### config.mk
export PLATFORM = sky130hd
export DESIGN_NAME = gru_grad_sched
export DESIGN_NICKNAME = d
export VERILOG_FILES = /design/src/rtl/gru_grad_sched_pkg.sv /design/src/rtl/gru_grad_sched_bank.sv /design/src/rtl/gru_grad_sched.sv
export SDC_FILE = /design/constraint.sdc
export NUM_CORES = 1
export LEC_CHECK = 0
export ABC_AREA = 1
export BUFFER_PORTS_ARGS = -buffer_cell sky130_fd_sc_hd__buf_2
export CAP_MARGIN = 20
export CORE_MARGIN = 8
export CORE_UTILIZATION = 53
export DETAILED_ROUTE_END_ITERATION = 6
export PLACE_DENSITY_LB_ADDON = 0.05
export SYNTH_ARGS = -nofsm -noshare
export SYNTH_HDL_FRONTEND = slang
export SYNTH_SLANG_ARGS = --single-unit
### constraint.sdc
create_clock -name clk -period 15.31 [get_ports clk]
set_input_delay 3.062 -clock clk [delete_from_list [all_inputs] [get_ports clk]]
set_output_delay 3.062 -clock clk [all_outputs]
set_load 0.005 [all_outputs]
### src/rtl/gru_grad_sched_pkg.sv
// Shared types and sizing for the GRU gradient sequencer and its state bank.
package gru_grad_sched_pkg;

   localparam int DATABIT = 16;
   localparam int CELLNUM = 4;
   localparam int NW      = (CELLNUM > 1) ? $clog2(CELLNUM) : 1;
   localparam int VECW    = CELLNUM * DATABIT;

   typedef logic [VECW-1:0] vec_t;

   typedef enum logic [2:0] {
      S_IDLE,
      S_FETCH,
      S_ISSUE,
      S_WAIT,
      S_STORE,
      S_DRAIN
   } state_t;

   // Cell c of a packed per-cell vector; cell 0 sits in the LSBs.
   function automatic logic [DATABIT-1:0] cell_get(input vec_t v, input int c);
      return v[c*DATABIT +: DATABIT];
   endfunction

endpackage

### src/rtl/gru_grad_sched_bank.sv
// Recurrent dh/dW state: CELLNUM words of CELLNUM cells, one write port, two
// combinational read ports; async reset and synchronous clear both zero it.
module grad_bank
   import gru_grad_sched_pkg::*;
(
   input  logic            clk,
   input  logic            rst,
   input  logic            clr_i,
   input  logic            we_i,
   input  logic [NW-1:0]   waddr_i,
   input  logic [VECW-1:0] wdat_i,
   input  logic [NW-1:0]   raddr_a_i,
   input  logic [NW-1:0]   raddr_b_i,
   output logic [VECW-1:0] rdat_a_o,
   output logic [VECW-1:0] rdat_b_o
);

   vec_t mem_q [CELLNUM];

   always_ff @(posedge clk or posedge rst) begin
      if (rst) begin
         for (int i = 0; i < CELLNUM; i++) mem_q[i] <= '0;
      end else if (clr_i) begin
         for (int i = 0; i < CELLNUM; i++) mem_q[i] <= '0;
      end else if (we_i) begin
         mem_q[waddr_i] <= wdat_i;
      end
   end

   assign rdat_a_o = mem_q[raddr_a_i];
   assign rdat_b_o = mem_q[raddr_b_i];

endmodule

### src/rtl/gru_grad_sched.sv
// GRU gradient sequencer: per step one operand fetch, CELLNUM datapath issues, then a
// valid/ready drain of the bank. GRU_SCHED_TIMEOUT_EN adds a WAIT watchdog (sticky err).
module gru_grad_sched
   import gru_grad_sched_pkg::*;
#(
   parameter int TSTEPS  = 8,
   parameter int MIN_LAT = 2,
   parameter int TO_CYC  = 64,
   localparam int TW     = (TSTEPS > 1) ? $clog2(TSTEPS) : 1
)(
   input  logic            clk,
   input  logic            rst,
   input  logic            start,
   output logic            busy,
   output logic            done,
   output logic            err,
   output logic            op_req,
   output logic [TW-1:0]   op_t,
   input  logic            op_ack,
   output logic            dp_en,
   output logic [NW-1:0]   dp_n,
   output logic [VECW-1:0] dp_dh,
   input  logic            dp_valid,
   input  logic [VECW-1:0] dp_res,
   output logic            g_valid,
   input  logic            g_ready,
   output logic [NW-1:0]   g_n,
   output logic [VECW-1:0] g_data
);

   localparam int WCW = $clog2(MIN_LAT + TO_CYC + 2);
   localparam logic [TW-1:0]  T_LAST = TW'(TSTEPS - 1);
   localparam logic [NW-1:0]  N_LAST = NW'(CELLNUM - 1);
   localparam logic [WCW-1:0] MIN_C  = WCW'(MIN_LAT);

   state_t          state_q, state_d;
   logic [TW-1:0]   t_q, t_d;
   logic [NW-1:0]   n_q, n_d;
   logic [WCW-1:0]  wcnt_q, wcnt_d;
   logic [VECW-1:0] res_q, res_d;
   logic            done_q, done_d;
   logic [VECW-1:0] dp_dh_q, g_data_q;
   logic            bank_clr, bank_we;
   logic [VECW-1:0] rd_a, rd_b;

`ifdef GRU_SCHED_TIMEOUT_EN
   localparam logic [WCW-1:0] TO_C = WCW'(TO_CYC - 1);
   logic err_q, err_d;
`endif

   grad_bank u_bank (
      .clk       (clk),
      .rst       (rst),
      .clr_i     (bank_clr),
      .we_i      (bank_we),
      .waddr_i   (n_q),
      .wdat_i    (res_q),
      .raddr_a_i (n_d),
      .raddr_b_i (n_d),
      .rdat_a_o  (rd_a),
      .rdat_b_o  (rd_b)
   );

   always_comb begin
      state_d  = state_q;
      t_d      = t_q;
      n_d      = n_q;
      wcnt_d   = wcnt_q;
      res_d    = res_q;
      done_d   = 1'b0;
      bank_clr = 1'b0;
      bank_we  = 1'b0;
`ifdef GRU_SCHED_TIMEOUT_EN
      err_d    = err_q;
`endif
      case (state_q)
         S_IDLE: begin
            if (start) begin
               bank_clr = 1'b1;
               t_d      = '0;
               n_d      = '0;
               state_d  = S_FETCH;
`ifdef GRU_SCHED_TIMEOUT_EN
               err_d    = 1'b0;
`endif
            end
         end
         S_FETCH: begin
            if (op_ack) state_d = S_ISSUE;
         end
         S_ISSUE: begin
            wcnt_d  = '0;
            state_d = S_WAIT;
         end
         S_WAIT: begin
`ifdef GRU_SCHED_TIMEOUT_EN
            wcnt_d = wcnt_q + WCW'(1);
`else
            if (wcnt_q < MIN_C) wcnt_d = wcnt_q + WCW'(1);
`endif
            // The first MIN_LAT cycles may still show the previous result's valid.
            if (wcnt_q >= MIN_C && dp_valid) begin
               res_d   = dp_res;
               state_d = S_STORE;
            end
`ifdef GRU_SCHED_TIMEOUT_EN
            else if (wcnt_q == TO_C) begin
               err_d   = 1'b1;
               done_d  = 1'b1;
               t_d     = '0;
               n_d     = '0;
               state_d = S_IDLE;
            end
`endif
         end
         S_STORE: begin
            bank_we = 1'b1;
            if (n_q != N_LAST) begin
               n_d     = n_q + NW'(1);
               state_d = S_ISSUE;
            end else if (t_q != T_LAST) begin
               n_d     = '0;
               t_d     = t_q + TW'(1);
               state_d = S_FETCH;
            end else begin
               n_d     = '0;
               state_d = S_DRAIN;
            end
         end
         S_DRAIN: begin
            if (g_ready) begin
               if (n_q == N_LAST) begin
                  n_d     = '0;
                  done_d  = 1'b1;
                  state_d = S_IDLE;
               end else begin
                  n_d = n_q + NW'(1);
               end
            end
         end
         default: state_d = S_IDLE;
      endcase
   end

   // Read ports follow n_d, so the registered words line up with n_q; STORE never
   // writes the index being read because n always moves on when it writes.
   always_ff @(posedge clk or posedge rst) begin
      if (rst) begin
         state_q  <= S_IDLE;
         t_q      <= '0;
         n_q      <= '0;
         wcnt_q   <= '0;
         res_q    <= '0;
         done_q   <= 1'b0;
         dp_dh_q  <= '0;
         g_data_q <= '0;
      end else begin
         state_q  <= state_d;
         t_q      <= t_d;
         n_q      <= n_d;
         wcnt_q   <= wcnt_d;
         res_q    <= res_d;
         done_q   <= done_d;
         dp_dh_q  <= rd_a;
         g_data_q <= (state_d == S_DRAIN) ? rd_b : '0;
      end
   end

`ifdef GRU_SCHED_TIMEOUT_EN
   always_ff @(posedge clk or posedge rst) begin
      if (rst) err_q <= 1'b0;
      else     err_q <= err_d;
   end
   assign err = err_q;
`else
   assign err = 1'b0;
`endif

   assign busy    = (state_q != S_IDLE);
   assign done    = done_q;
   assign op_req  = (state_q == S_FETCH);
   assign op_t    = t_q;
   assign dp_en   = (state_q == S_ISSUE);
   assign dp_n    = n_q;
   assign dp_dh   = dp_dh_q;
   assign g_valid = (state_q == S_DRAIN);
   assign g_n     = g_valid ? n_q : '0;
   assign g_data  = g_data_q;

endmodule

Yosys cells after proc, flatten, opt, wreduce, memory -nomap -nowiden
Index checks and enable logic that the tools add are counted.
{"block": "op_classes", "n_addsub": 3, "order_cmp": 5, "eq_ne": 13, "muxes": 35, "bitwise": 2, "reduce_logical": 10}
{"cell": "$mux 256", "n": 2}
{"cell": "$bwmux 256", "n": 1}
{"cell": "$mux 64", "n": 4}
{"cell": "$bmux 64 s2", "n": 1}
{"cell": "$demux 64 s2", "n": 1}
{"cell": "$mux 3", "n": 10}
{"cell": "$pmux 3 s6", "n": 1}
{"cell": "$pmux 7 s2", "n": 1}
{"cell": "$mux 2", "n": 5}
{"cell": "$ne 2x2->1 const B", "n": 5}
{"cell": "$eq 3x3->1 const B", "n": 3}
{"cell": "$add 7x1->7 const B", "n": 1}
{"cell": "$ge 7x2->1 const B", "n": 1}
{"cell": "$lt 7x2->1 const B", "n": 1}
{"cell": "$mux 7", "n": 1}
{"cell": "$eq 3x2->1 const B", "n": 2}
{"cell": "$ge 3x3->1 const B", "n": 2}
{"cell": "$mux 1", "n": 6}
{"cell": "$not 2->3", "n": 2}
{"cell": "$pmux 2 s3", "n": 1}
{"cell": "$pmux 3 s2", "n": 1}
{"cell": "$reduce_bool 2->1", "n": 3}
{"cell": "$reduce_and 2->1", "n": 2}
{"cell": "$reduce_and 4->1", "n": 1}
{"cell": "9 further kinds", "n": 10}
{"block": "word_totals", "register_bits": 464, "in_bits": 70, "output_inout_bits": 141, "elab_cells": 80}

Logic depth before layout (Yosys ltp)
{"block": "logic_depth", "depth_word": 9, "depth_mapped": 12}

Cells and area by module
A second synthesis with hierarchy kept.
{"block": "hier_totals", "cells_unflattened": 3172, "area_unflattened_um2": 22918.2}
{"module": "grad_bank", "n_inst": 1, "cells_per_inst": 2500, "area_each_um2": 15661.3}
{"module": "gru_grad_sched", "n_inst": 1, "cells_per_inst": 672, "area_each_um2": 7257.0}

Least setup slack after synthesis
OpenSTA, ideal clock, no wires.
{"block": "synth_path", "path_kind": "input to register", "startpoint": "input port g_ready", "endpoint": "register g_data_q[10], in the netlist g_data[10]", "setup_ns": 0.132, "arrival_time_ns": 4.006, "required_ns": 15.178, "slack_ns": 11.172, "path_stages": 10, "cell_sequence": "inv_1 nand4_1 nand3_1 nand2_1 nand2_1 buf_2 buf_2 nand3_1 nand2_1 nor2_1"}
{"block": "synth_between", "elab_chain_len": 7, "elab_cells_between_ends": 10, "classes_between": "eq/ne (1); mux (8); bitwise (1)"}
{"item": "start: declaration", "line": "gru_grad_sched.sv:26", "rtl": "input logic g_ready,"}
{"item": "$mux 2", "line": "gru_grad_sched.sv:131", "rtl": "if (g_ready) begin"}
{"item": "$pmux 2 s3", "line": "gru_grad_sched.sv:76", "rtl": "case (state_q)"}
{"item": "$not 2->3 (implied by the code)", "line": "gru_grad_sched_bank.sv:31", "rtl": "assign rdat_b_o = mem_q[raddr_b_i];"}
{"item": "$bmux 64 s2", "line": "gru_grad_sched_bank.sv:31"}
{"item": "$mux 64 (implied by the code) (2 in a row)", "line": "gru_grad_sched_bank.sv:31"}
{"item": "$mux 64 *", "line": "gru_grad_sched.sv:165", "rtl": "g_data_q <= (state_d == S_DRAIN) ? rd_b : '0;"}
{"item": "end signal: assignment", "line": "gru_grad_sched.sv:165"}
{"item": "end: declaration", "line": "gru_grad_sched.sv:42", "rtl": "logic [VECW-1:0] dp_dh_q, g_data_q;"}
Every way passes the cells marked *; elsewhere a longest branch is shown, timed or not. The select of a mux whose other input is x is not followed.
A chain may end at the register's enable or synchronous reset.

Worst setup path after layout
{"block": "layout_path", "startpoint": "input port g_ready", "endpoint": "register g_data_q[62], in the netlist g_data[62]"}
The elaborated chain is that of the path after synthesis.

==> summary.txt <==
Clocking
  – Setup Buffers After CTS: 0
  – Reg clk slew, reported paths: 60 ps
  – Worst-Skew Late Latency: 570 ps
  – CTS sink count: 464
  – Post-CTS resize count: 0
  – Hold buffer count at CTS: 0
  – Clock buffer depth: 3
  – Clk root buf: clkbuf_16
  – H-Tree Depth: 2
  – CTS tree: done
  – TritonCTS Buffers: 48

Synth
  – Synth cell types: 23
  – Syn Area/Cell: 9.37 um2
  – Number of synthesized register bits: 464
  – Syn nets: 2,089
  – Post-synth top area share: 61.6%
  – Seq/Total Area, Yosys: 61.6%
  – Synth warn: 0
  – Post-Synthesis Cells: 2,011
  – Post-Syn Area: 18,800 um2
  – Ranking of synthesized cells by area: dfrtp_1 (62%), nand3_1 (14%), o21ai_0 (6.9%)
  – Synth area leader: dfrtp_1

Critical path
  – WS Path Type: primary input to flop
  – Crit path buffers/inverters: 4
  – Worst Path Max Fanout: 59
  – Worst r2r path cells: 12
  – Largest stage delay on the critical path: 570 ps
  – Reg-to-reg slack, setup: 11,750 ps
  – Worst Setup Start Kind: primary input
  – FF-to-FF End: g_data[62]
  – Critical path, cell by cell: buf_2, inv_1, nand4_1, nand3_1, nand2_4, nand2_4, buf_4, buf_12, nand2_1, nand3_1, nand2_1, nor2_1
  – Critical path arrival: 5860 ps
  – Critical Path Sink Type: flop
  – Delay-heaviest family, CP: simple AND/OR/NAND/NOR gates
  – Critical Path Slowest Stage Cell: nand2_4
  – Worst Setup EP: g_data[62]
  – FF-to-FF Start: dp_n[0]
  – Worst path required time: 15,790 ps
  – WP depth: 12
  – Crit. Startpoint: g_ready

Place
  – Final GP Congestion: 0.763
  – Placed Area: 19,900 um2
  – PortBufs: 209
  – Placed wire-length estimate: 26.2 mm

Routing
  – DRT Pass-1 Iters: 5
  – Initial drt markers: 1,090
  – Final ANT Viol Nets: 0
  – Routed Wire Length: 47.6 mm
  – Metal2 WL: 22.9 mm
  – DRC violation count after routing: 0
  – DR vias: 14,600
  – Vias per std cell: 5.55
  – Routed wl met3: 2.78 mm
  – Met1 wire length: 20.9 mm
  – Drt wl/cell: 18.1 um
  – DR top layer: met5

Finish
  – Filler cell count: 3,082
  – Share of cells above drive strength 1: 14.9%
  – Post-route cell area: 21,600 um2
  – Most common cell after layout, fill and taps aside: nand3_1
  – Commonest non-fill, non-tap cells in the layout: nand3_1 (518), dfrtp_1 (464), o21ai_0 (261)
  – Layout area overhead: 14.4%
  – Diodes inserted: 0
  – # nets final: 2,208

Timing
  – Setup TNS: 0 ps
  – Endpoints failing hold: 0
  – Worst Max-Slew Pin Slew: 1120 ps
  – RSZ-0062 raised after global routing: no
  – Final clock skew: 13.5 ps
  – Minimum clock period: 5380 ps
  – Final Cycle Share: 35.2%
  – Relative slew slack: 25.1%
  – Final Slew Violations: 0
  – Setup violators final: 0
  – FMAX: 186 MHz

Floorplan
  – Ports: 211
  – Die area: 41,900 um2
  – Core Footprint: 35,300 um2
  – Initial Util: 53.4%
  – Site Rows: 69
  – Die height: 205 um
  – Die width: 205 um

GRT
  – Vias in the first global route: 14,400
  – Largest net degree at the start of global routing: 181
  – Global-route wire length before repair: 77.4 mm
  – Initial antenna violation count: 4
  – Tot GR Track Use: 22.7%
  – GRT overflow: 0

Pwr
  – Pint: 0.00234 W
  – Pwr/cell area: 158 nW/um2
  – Comb power frac: 20.8%
  – P_sw: 0.00105 W
  – Sequential share of power: 44.7%
  – VDD IR-drop max: 0.100 mV
  – P_leak: 11.1 nW
  – Switching Share: 31.0%
  – Clock power frac: 34.5%

Hold path
  – Hold depth: 2
  – Hold Crit Class: flop to flop

Flow run
  – Max-Cap Viols: 0

Status
  – Status: finished clean
==> worst min path at each step <==
| stage | startpoint | to | slack (ps) |
|---|---|---|---|
| 4_1_cts | wcnt_q[4] | wcnt_q[4] | 500 |
| 6_report | wcnt_q[4] | wcnt_q[4] | 500 |
| 5_1_grt | wcnt_q[4] | wcnt_q[4] | 520 |
| 2_1_floorplan | wcnt_q[6] | wcnt_q[6] | 460 |
| 3_5_place_dp | wcnt_q[4] | wcnt_q[4] | 480 |
| 3_3_place_gp | wcnt_q[3] | wcnt_q[3] | 470 |
==> state kept, by name, summed over array words and instances (netlist names) <==
signal / flops
u_bank.mem_q: 256
dp_n: 2
g_data: 64
wcnt_q: 7
state_q: 3
op_t: 3
dp_dh: 64
res_q: 64
done: 1
==> routing by layer <==
metal / global-route usage, % / vias up
li1: - / 6884
met1: 31.3 / 7179
met2: 36.8 / 406
met3: 4.00 / 80
met4: 6.61 / 8
met5: 0 / -
==> area by class of cell <==
type	count	area [um2]	share of cell area, %
clock buffers	70	1430	6.61
clock inverters	12	160	0.743
inverters	154	584	2.71
multi-input cells	1230	5880	27.3
flip-flops and latches	464	11600	53.9
well taps	461	577	2.68
repair buffers	232	1320	6.11
==> cells in the mapped netlist <==
cell type and count:
a21oi_1 70, buf_1 12, buf_2 59, buf_4 20
buf_6 13, clkbuf_1 59, conb_1 1, dfrtp_1 464
ha_1 8, inv_1 152, inv_2 2, nand2_1 214
nand2_2 2, nand3_1 519, nand3_4 1, nand3b_1 1
nand4_1 3, nor2_1 145, nor2_4 1, nor3_1 2
o21ai_0 261, o21ai_2 1, o31ai_1 1
==> cell families (layout without fill, tap and decap cells) <==
group / count (synthesis) / count (layout) / share of synthesized area (%)
fa+ha+maj: 8 / 8 / 0.531
buf+inv: 317 / 468 / 7.62
simple gates: 888 / 888 / 21.3
other cells: 1 / 1 / 0.0199
compound gates: 333 / 333 / 8.88
flops: 464 / 464 / 61.6
==> tightest hold or removal path: cells and delay by family, from the launching register on <==
kind,cells,cell delay [ps]
buf+inv,1,50
flops,1,320
simple gates,1,90
==> power by group through the flow <==
| stage | Combinational, W | Clock, W | Sequential [W] |
|---|---|---|---|
| global placement | 0.000692 | 0 | 0.00153 |
| finish | 0.000707 | 0.00117 | 0.00152 |
| CTS | 0.000713 | 0.00120 | 0.00152 |
| global route | 0.000806 | 0.00124 | 0.00154 |
| floorplan | 0.000523 | 0 | 0.00152 |
| detailed placement | 0.000709 | 0 | 0.00154 |
==> stage by stage <==
step           worst slack, ps  utilization (%)  hold slack [ps]  instances  total power [W]
2_1_floorplan             5970                -              460       2011          0.00204
3_3_place_gp              9260             56.2              475       2536          0.00222
3_5_place_dp              9230             56.3              483       2537          0.00225
4_1_cts                   9790             60.8              499       2619          0.00343
5_1_grt                   9670             61.0              520       2623          0.00359
6_report                  9930             61.0              497       2623          0.00340
Note: power is estimated with default switching activity, not from simulation.
